File: config.mk
export PLATFORM = sky130hd
export DESIGN_NAME = serial_mag_comparator
export DESIGN_NICKNAME = d
export VERILOG_FILES = /design/src/rtl/serial_mag_comparator.sv
export SDC_FILE = /design/constraint.sdc
export NUM_CORES = 1
export LEC_CHECK = 0
export CAP_MARGIN = 30
export CORE_UTILIZATION = 46
export DETAILED_ROUTE_END_ITERATION = 8
export PLACE_DENSITY = 0.75
export REMOVE_ABC_BUFFERS = 1
export SLEW_MARGIN = 0
export SYNTH_ARGS = -nofsm -noshare
export SYNTH_HDL_FRONTEND = slang
export SYNTH_SLANG_ARGS = --single-unit
export TNS_END_PERCENT = 100
File: constraint.sdc
create_clock -name i_clk -period 1.95 [get_ports i_clk]
set_input_delay 0.195 -clock i_clk [delete_from_list [all_inputs] [get_ports i_clk]]
set_output_delay 0.195 -clock i_clk [all_outputs]
set_load 0.03 [all_outputs]
File: src/rtl/serial_mag_comparator.sv
// serial_mag_comparator: bit-serial magnitude comparator, MSB first.
// Operands are captured on an accepted start. One bit pair is examined per
// enabled clock, and the registered gt/eq/lt result is loaded when the scan
// finishes.
// Optional build macro CMP_EARLY_EXIT_EN: finish the scan on the first
// differing bit instead of always scanning all WIDTH bits.
module serial_mag_comparator #(
    parameter int WIDTH = 8
) (
    input  logic             i_clk,
    input  logic             i_rst_n,
    input  logic             i_ena,
    input  logic             i_start,
    input  logic             i_signed_mode,
    input  logic [WIDTH-1:0] i_a,
    input  logic [WIDTH-1:0] i_b,
    output logic             o_busy,
    output logic             o_done,
    output logic             o_gt,
    output logic             o_eq,
    output logic             o_lt
);

    localparam int IW = (WIDTH > 1) ? $clog2(WIDTH) : 1;

    typedef enum logic [1:0] {
        IDLE    = 2'd0,
        COMPARE = 2'd1,
        DONE    = 2'd2
    } state_t;

    state_t           r_state, w_state_nxt;
    logic [WIDTH-1:0] r_a, r_b;
    logic             r_signed;
    logic [IW-1:0]    r_idx;
    logic             r_found;   // a differing bit has already been seen
    logic             r_dgt;     // direction of that first difference (1 = A>B)
    logic             r_gt, r_eq, r_lt;

    logic w_abit, w_bbit, w_differ, w_msb, w_bit_gt, w_last;
    logic w_fin_found, w_fin_gt;

    // Current bit pair and its verdict; the sign bit compares inverted in signed mode
    always_comb begin
        w_abit      = r_a[r_idx];
        w_bbit      = r_b[r_idx];
        w_differ    = w_abit ^ w_bbit;
        w_msb       = (r_idx == IW'(WIDTH - 1));
        w_bit_gt    = (r_signed && w_msb) ? w_bbit : w_abit;
        w_fin_found = r_found | w_differ;
        w_fin_gt    = r_found ? r_dgt : w_bit_gt;
`ifdef CMP_EARLY_EXIT_EN
        w_last      = (r_idx == '0) || w_differ;
`else
        w_last      = (r_idx == '0);
`endif
    end

    // State register
    always_ff @(posedge i_clk or negedge i_rst_n) begin
        if (!i_rst_n) r_state <= IDLE;
        else          r_state <= w_state_nxt;
    end

    // Next-state logic; nothing moves without the clock enable
    always_comb begin
        w_state_nxt = r_state;
        if (i_ena) begin
            case (r_state)
                IDLE:    if (i_start) w_state_nxt = COMPARE;
                COMPARE: if (w_last)  w_state_nxt = DONE;
                DONE:    w_state_nxt = IDLE;
                default: w_state_nxt = IDLE;
            endcase
        end
    end

    // Operand capture, serial scan and result load
    always_ff @(posedge i_clk or negedge i_rst_n) begin
        if (!i_rst_n) begin
            r_a      <= '0;
            r_b      <= '0;
            r_signed <= 1'b0;
            r_idx    <= '0;
            r_found  <= 1'b0;
            r_dgt    <= 1'b0;
            r_gt     <= 1'b0;
            r_eq     <= 1'b0;
            r_lt     <= 1'b0;
        end else if (i_ena) begin
            case (r_state)
                IDLE: begin
                    if (i_start) begin
                        r_a      <= i_a;
                        r_b      <= i_b;
                        r_signed <= i_signed_mode;
                        r_idx    <= IW'(WIDTH - 1);
                        r_found  <= 1'b0;
                        r_dgt    <= 1'b0;
                    end
                end
                COMPARE: begin
                    // Only the first difference is remembered
                    if (!r_found && w_differ) begin
                        r_found <= 1'b1;
                        r_dgt   <= w_bit_gt;
                    end
                    if (w_last) begin
                        r_gt <= w_fin_found &  w_fin_gt;
                        r_lt <= w_fin_found & ~w_fin_gt;
                        r_eq <= ~w_fin_found;
                    end else begin
                        r_idx <= r_idx - 1'b1;
                    end
                end
                default: ;
            endcase
        end
    end

    assign o_busy = (r_state == COMPARE);
    assign o_done = (r_state == DONE);
    assign o_gt   = r_gt;
    assign o_eq   = r_eq;
    assign o_lt   = r_lt;

endmodule

-- After elaboration in Yosys (flattened, before gate mapping)
Index checks and enable logic that the tools add are counted.
- add/subtract/negate cells: 1
- order comparisons: 1
- eq/ne operators: 7
- muxes and demuxes: 17
- bitwise operators: 6
- reduce and logical (&&, ||, !) cells: 11
- operators with widths (cell ; number):
    $reduce_and A3 Y1 ; 3
    $reduce_and A4 Y1 ; 2
    $mux W1 ; 7
    $bmux W1 S3 ; 2
    $mux W3 ; 2
    $pmux W3 S2 ; 1
    $lt A3 B4 Y1 const B ; 1
    $mux W2 ; 2
    $ne A2 B1 Y1 const B ; 2
    $ne A2 B2 Y1 const B ; 2
    $pmux W1 S2 ; 2
    $pmux W2 S2 ; 1
    $eq A3 B3 Y1 const B ; 1
    $logic_not A3 Y1 ; 1
    $sub A3 B1 Y3 const B ; 1
    $and A1 B1 Y1 ; 2
    $eq A2 B1 Y1 const B ; 1
    $eq A2 B2 Y1 const B ; 1
    $logic_and A1 B1 Y1 ; 2
    $logic_not A2 Y1 ; 1
    $not A1 Y1 ; 2
    $reduce_bool A2 Y1 ; 1
    $logic_not A1 Y1 ; 1
    $or A1 B1 Y1 ; 1
    $xor A1 B1 Y1 ; 1
- bits in registers: 27
- bits of input ports: 21

-- Logic depth before layout (Yosys ltp)
- depth after elaboration: 6
- depth in mapped cells: 8
- depth with buffers taken out: 7

-- Worst setup path before layout
OpenSTA, ideal clock, no wires.
- path kind: flip-flop to flip-flop
- start: register r_idx[0]
- end: register r_lt, in the netlist o_lt
- setup time: 92 ps
- data arrival time: 1757 ps
- required time: 1858 ps
- path slack: 101 ps
- stages on the path, launching flop included: 7
- path buffers: 1
- clock period less this slack: 1849 ps
- cell sequence: dfrtp_1 buf_6 mux4_2 mux2i_4 o21ai_1 mux2_2 o31ai_2
- word-level cells in the longest chain between the ends: 6
- elaborated cells between the ends (all ways): 14
- classes of those cells: eq/ne: 1; mux: 6; bitwise: 4; reduce/logical: 3
- RTL lines (element ; RTL line ; source):
    start: declaration ; 35 ; logic [IW-1:0] r_idx;
    start signal: assignment ; 97 ; r_idx <= IW'(WIDTH - 1);
    start signal: assignment ; 113 ; r_idx <= r_idx - 1'b1;
    $bmux W1 S3 (tied with other cells) ; 45 ; w_abit = r_a[r_idx];
    $mux W1 (implied by the code) (tied with other cells) ; 45 ;
    $mux W1 ; 49 ; w_bit_gt = (r_signed && w_msb) ? w_bbit : w_abit;
    $mux W1 ; 51 ; w_fin_gt = r_found ? r_dgt : w_bit_gt;
    $not A1 Y1 ; 110 ; r_lt <= w_fin_found & ~w_fin_gt;
    $and A1 B1 Y1 ; 110 ;
    end signal: assignment ; 110 ;
    end: declaration ; 38 ; logic r_gt, r_eq, r_lt;
Several ways; a longest one is shown, not always the timed one. The select of a mux whose other input is x is not followed.
A chain may end at the register's enable or synchronous reset.

-- Worst setup path after layout
- start: register r_idx[0]
- end: register r_gt, in the netlist o_gt
- word-level cells in the longest chain between the ends: 5
- elaborated cells between the ends (all ways): 13
- classes of those cells: eq/ne: 1; mux: 6; bitwise: 3; reduce/logical: 3
- RTL lines (element ; RTL line ; source):
    $bmux W1 S3 (tied with other cells) ; 45 ;
    $mux W1 (implied by the code) (tied with other cells) ; 45 ;
    $xor A1 B1 Y1 or $mux W1 (tied branches) ; 47, 49 ;
    $or A1 B1 Y1 or $mux W1 (tied branches) ; 50, 51 ;
    $and A1 B1 Y1 ; 109 ; r_gt <= w_fin_found & w_fin_gt;
    end signal: assignment ; 109 ;
    end: declaration ; 38 ;
Several ways; a longest one is shown, not always the timed one. The select of a mux whose other input is x is not followed.

==> impl_metrics.tcl <==
set metrics [dict create \
    crit_type "reg2reg" \
    report.final.slew_viol_count 0 \
    synth-seq-cells 27 \
    setup_viol 0 \
    wl_um 2410 \
    grt_pass1_vias 951 \
    drive_above_1_share_pct 22.5 \
    instances_no_fill 169 \
    holdBufCountCts 0 \
    cts-buffers-inserted 3 \
    synth-seq-area-share_pct 48.5 \
    pwr-share-seq_pct 40.5 \
    antenna_found_initial 0 \
    ant_nets 0 \
    violations "design-rule violations" \
    htreeDepth 1 \
    wl_per_cell_um 14.3 \
    arrival_ns 2.13 \
    first_pass_iters 6 \
    cts_tree "yes" \
    drc 5 \
    critPathMaxStageDelay_ns 0.55 \
    regToRegEndpoint "o_gt$_DFFE_PN0P_" \
    rsz0062_at_grt "true" \
    tns_ns 0 \
    fillers 246 \
    die_h_um 57.0 \
    core_um2 2810 \
    finalWeightedCongestion 0.702 \
    period_share_pct 97.0 \
    drtIter0Drc 19 \
    dp.cells 163 \
    p_int_w 0.00165 \
    p_sw_w 0.000964 \
    fin_hold_ws_ns 0.230 \
    sw_frac_of_total_pct 36.9 \
    synth.distinct_cells 35 \
    grt_start_max_net_pins 28 \
    grt_pass1_wl_um 4140 \
    dp_hpwl_um 1880 \
    multi_input_area_um2 686 \
    hold_class "in2async" \
    track_usage_pct 16.6 \
    diodes 0 \
    status "finished, violations left" \
    netlist_instances 106 \
    cts.sinks 27 \
    die_w_um 57.0 \
    path_clk_slew_ns 0.13 \
    critical-path-slowest-cell "mux4_2" \
    syn_area_per_cell_um2 13.1 \
    syn-cell-area_um2 1390 \
    cts_root_buffer "clkbuf_4" \
    fin_nets 163 \
    syn2layout_area_growth_pct 26.2 \
    num_vias 923 \
    avgViaCountPerCell 5.46 \
    power_density_nw_per_um2 1480 \
    maxSlewHeadroom_pct 78.0 \
    floorplan.die_area_um2 3250 \
    power_w 0.00261 \
    max_freq_mhz 529 \
    combPwrFrac_pct 50.5 \
    vdd_drop_max_v 0.000600 \
    rows 19 \
    tightest_slew_ns 0.329 \
    port_buffers 25 \
    insertion_delay_ns 0.32 \
    cp_max_fo 4 \
    clockBufferDepth 2 \
    clock_skew_ns 0.00122 \
    reg2reg_slack_ns 0.06 \
    fin_crit_ns 1.89 \
    crit_chain "mux4_2, mux2i_4, xor2_1, nor2_2, o31ai_1" \
    ys_warn_count 0 \
    start_util_pct 49.7 \
    rr_worst_depth 5 \
    r2r_start "r_idx[0]$_DFFE_PN0P_" \
    num_io_pins 26 \
    required_ns 2.18 \
    grt_overflow 0 \
    clockPowerShare_pct 8.9 \
    hold_viol 0 \
    end_kind "flop" \
    p_leak_nw 0.740 \
    startpoint_type "flop" \
    cap_violations 0 \
    area.sequential_um2 679 \
]
-- critical path, delay by kind of cell (launching register included) --
| family | cells | cell delay [ns] |
|---|---|---|
| mux | 2 | 0.78 |
| simple gates | 1 | 0.09 |
| xor+xnor | 1 | 0.25 |
| flops | 1 | 0.43 |
| compound gates | 1 | 0.25 |
-- registers in the layout, indices dropped and copies added, names as in the netlist --
register,count
r_a,8
r_b,8
r_idx,3
r_state,2
o_eq,1
o_gt,1
o_lt,1
r_dgt,1
r_found,1
r_signed,1
-- cell usage after synthesis --
cell              n  area [um2]
a31oi_1           2        12.5
o21ai_0           3        15.0
o21ai_1           1        5.00
dfrtp_1          27         676
buf_2             2        10.0
mux2_1           15         169
nand3b_1          1        7.51
o31ai_2           1        12.5
a21o_1            1        7.51
nor2b_2           1        8.76
nand2_1           6        22.5
nor3_1            1        5.00
and2b_2           1        8.76
nand3_1           2        10.0
buf_6             1        11.3
mux2_2            3        33.8
nand2b_1          4        25.0
mux4_1            1        26.3
buf_4             1        7.51
and3_2            1        7.51
a211oi_1          1        7.51
a32oi_1           1        8.76
mux2i_4           2        45.0
xor2_1            2        17.5
mux4_2            4        90.1
clkbuf_1          1        3.75
nor4bb_1          1        10.0
clkdlybuf4s25_2   1        10.0
inv_1             3        11.3
o21a_1            1        7.51
mux2i_1           2        20.0
o31ai_1           2        15.0
a21oi_1           2        10.0
ha_1              3        37.5
nor2_1            5        18.8
-- power by group through the flow --
stage | sequential, W | combinational [W] | clock (W)
final | 0.00106 | 0.00132 | 0.000233
after global routing | 0.00110 | 0.00144 | 0.000269
after CTS | 0.00106 | 0.00126 | 0.000251
after detailed placement | 0.00107 | 0.00125 | 0
after global placement | 0.00106 | 0.00119 | 0
after floorplan | 0.00103 | 0.000875 | 0
-- through the flow --
stage	cell area (um2)	worst slack (ns)	utilization [%]
after floorplan	1350	-1.12	-
after global placement	1710	0.0658	60.9
after detailed placement	1710	-0.00372	60.9
after CTS	1740	0.0197	62.0
after global routing	1760	-0.0431	62.7
final	1760	0.0588	62.7
-- timing repair --
item,in CTS,in global routing
endpoints found under the hold margin,0,0
resized for setup,3,2
pin swaps,0,2
setup endpoints to repair,3,2
setup buffers,0,2
-- area by class of cell --
class / count / share of cell area, %
Multi-Input combinational cell: 70 / 39.0
Sequential cell: 27 / 38.6
Timing Repair Buffer: 34 / 18.1
Tap cell: 31 / 2.20
Clock buffer: 4 / 1.49
Inverter: 3 / 0.640
-- metal layers --
layer / vias to the layer above / routed length (um) / global-route usage (%)
met3: 5 / 98 / 3.17
met5: - / 0 / 0
met2: 26 / 1250 / 29.9
li1: 444 / - / -
met1: 448 / 1020 / 19.6
met4: 0 / 40 / 6.62
-- logic make-up after synthesis --
family,share of synthesized area (%)
AOI/OAI and AO/OA,7.27
xor gates and xnor gates,1.26
adders and majority gates,2.69
buffers and inverters,3.86
DFF,48.5
muxes,27.6
and+or+nand+nor,8.89
-- worst max-delay path by stage --
stage                            from           endpoint  slack [ns]  depth (start not counted)
2_1_floorplan  r_state[0]$_DFFE_PN0P_  r_dgt$_DFFE_PN0P_       -1.12                          5
3_3_place_gp     r_idx[0]$_DFFE_PN0P_   o_lt$_DFFE_PN0P_        0.07                          5
3_5_place_dp     r_idx[1]$_DFFE_PN0P_   o_gt$_DFFE_PN0P_      -0.004                          5
4_1_cts          r_idx[0]$_DFFE_PN0P_   o_lt$_DFFE_PN0P_        0.02                          5
5_1_grt          r_idx[0]$_DFFE_PN0P_   o_gt$_DFFE_PN0P_       -0.04                          5
6_report         r_idx[0]$_DFFE_PN0P_   o_gt$_DFFE_PN0P_        0.06                          5
-- layout by cell type, fill, tap and decap left out, types with 3 or more instances in the layout --
| cell type | n |
|---|---|
| nand2b_1 | 4 |
| clkdlybuf4s50_1 | 25 |
| ha_1 | 3 |
| o21ai_0 | 3 |
| dfrtp_2 | 3 |
| inv_1 | 3 |
| mux4_2 | 4 |
| nor2_1 | 4 |
| mux2_1 | 15 |
| buf_4 | 9 |
| mux2_2 | 3 |
| nand2_1 | 6 |
| dfrtp_1 | 24 |
| clkbuf_4 | 3 |
Note: power is estimated with default switching activity, not from simulation.
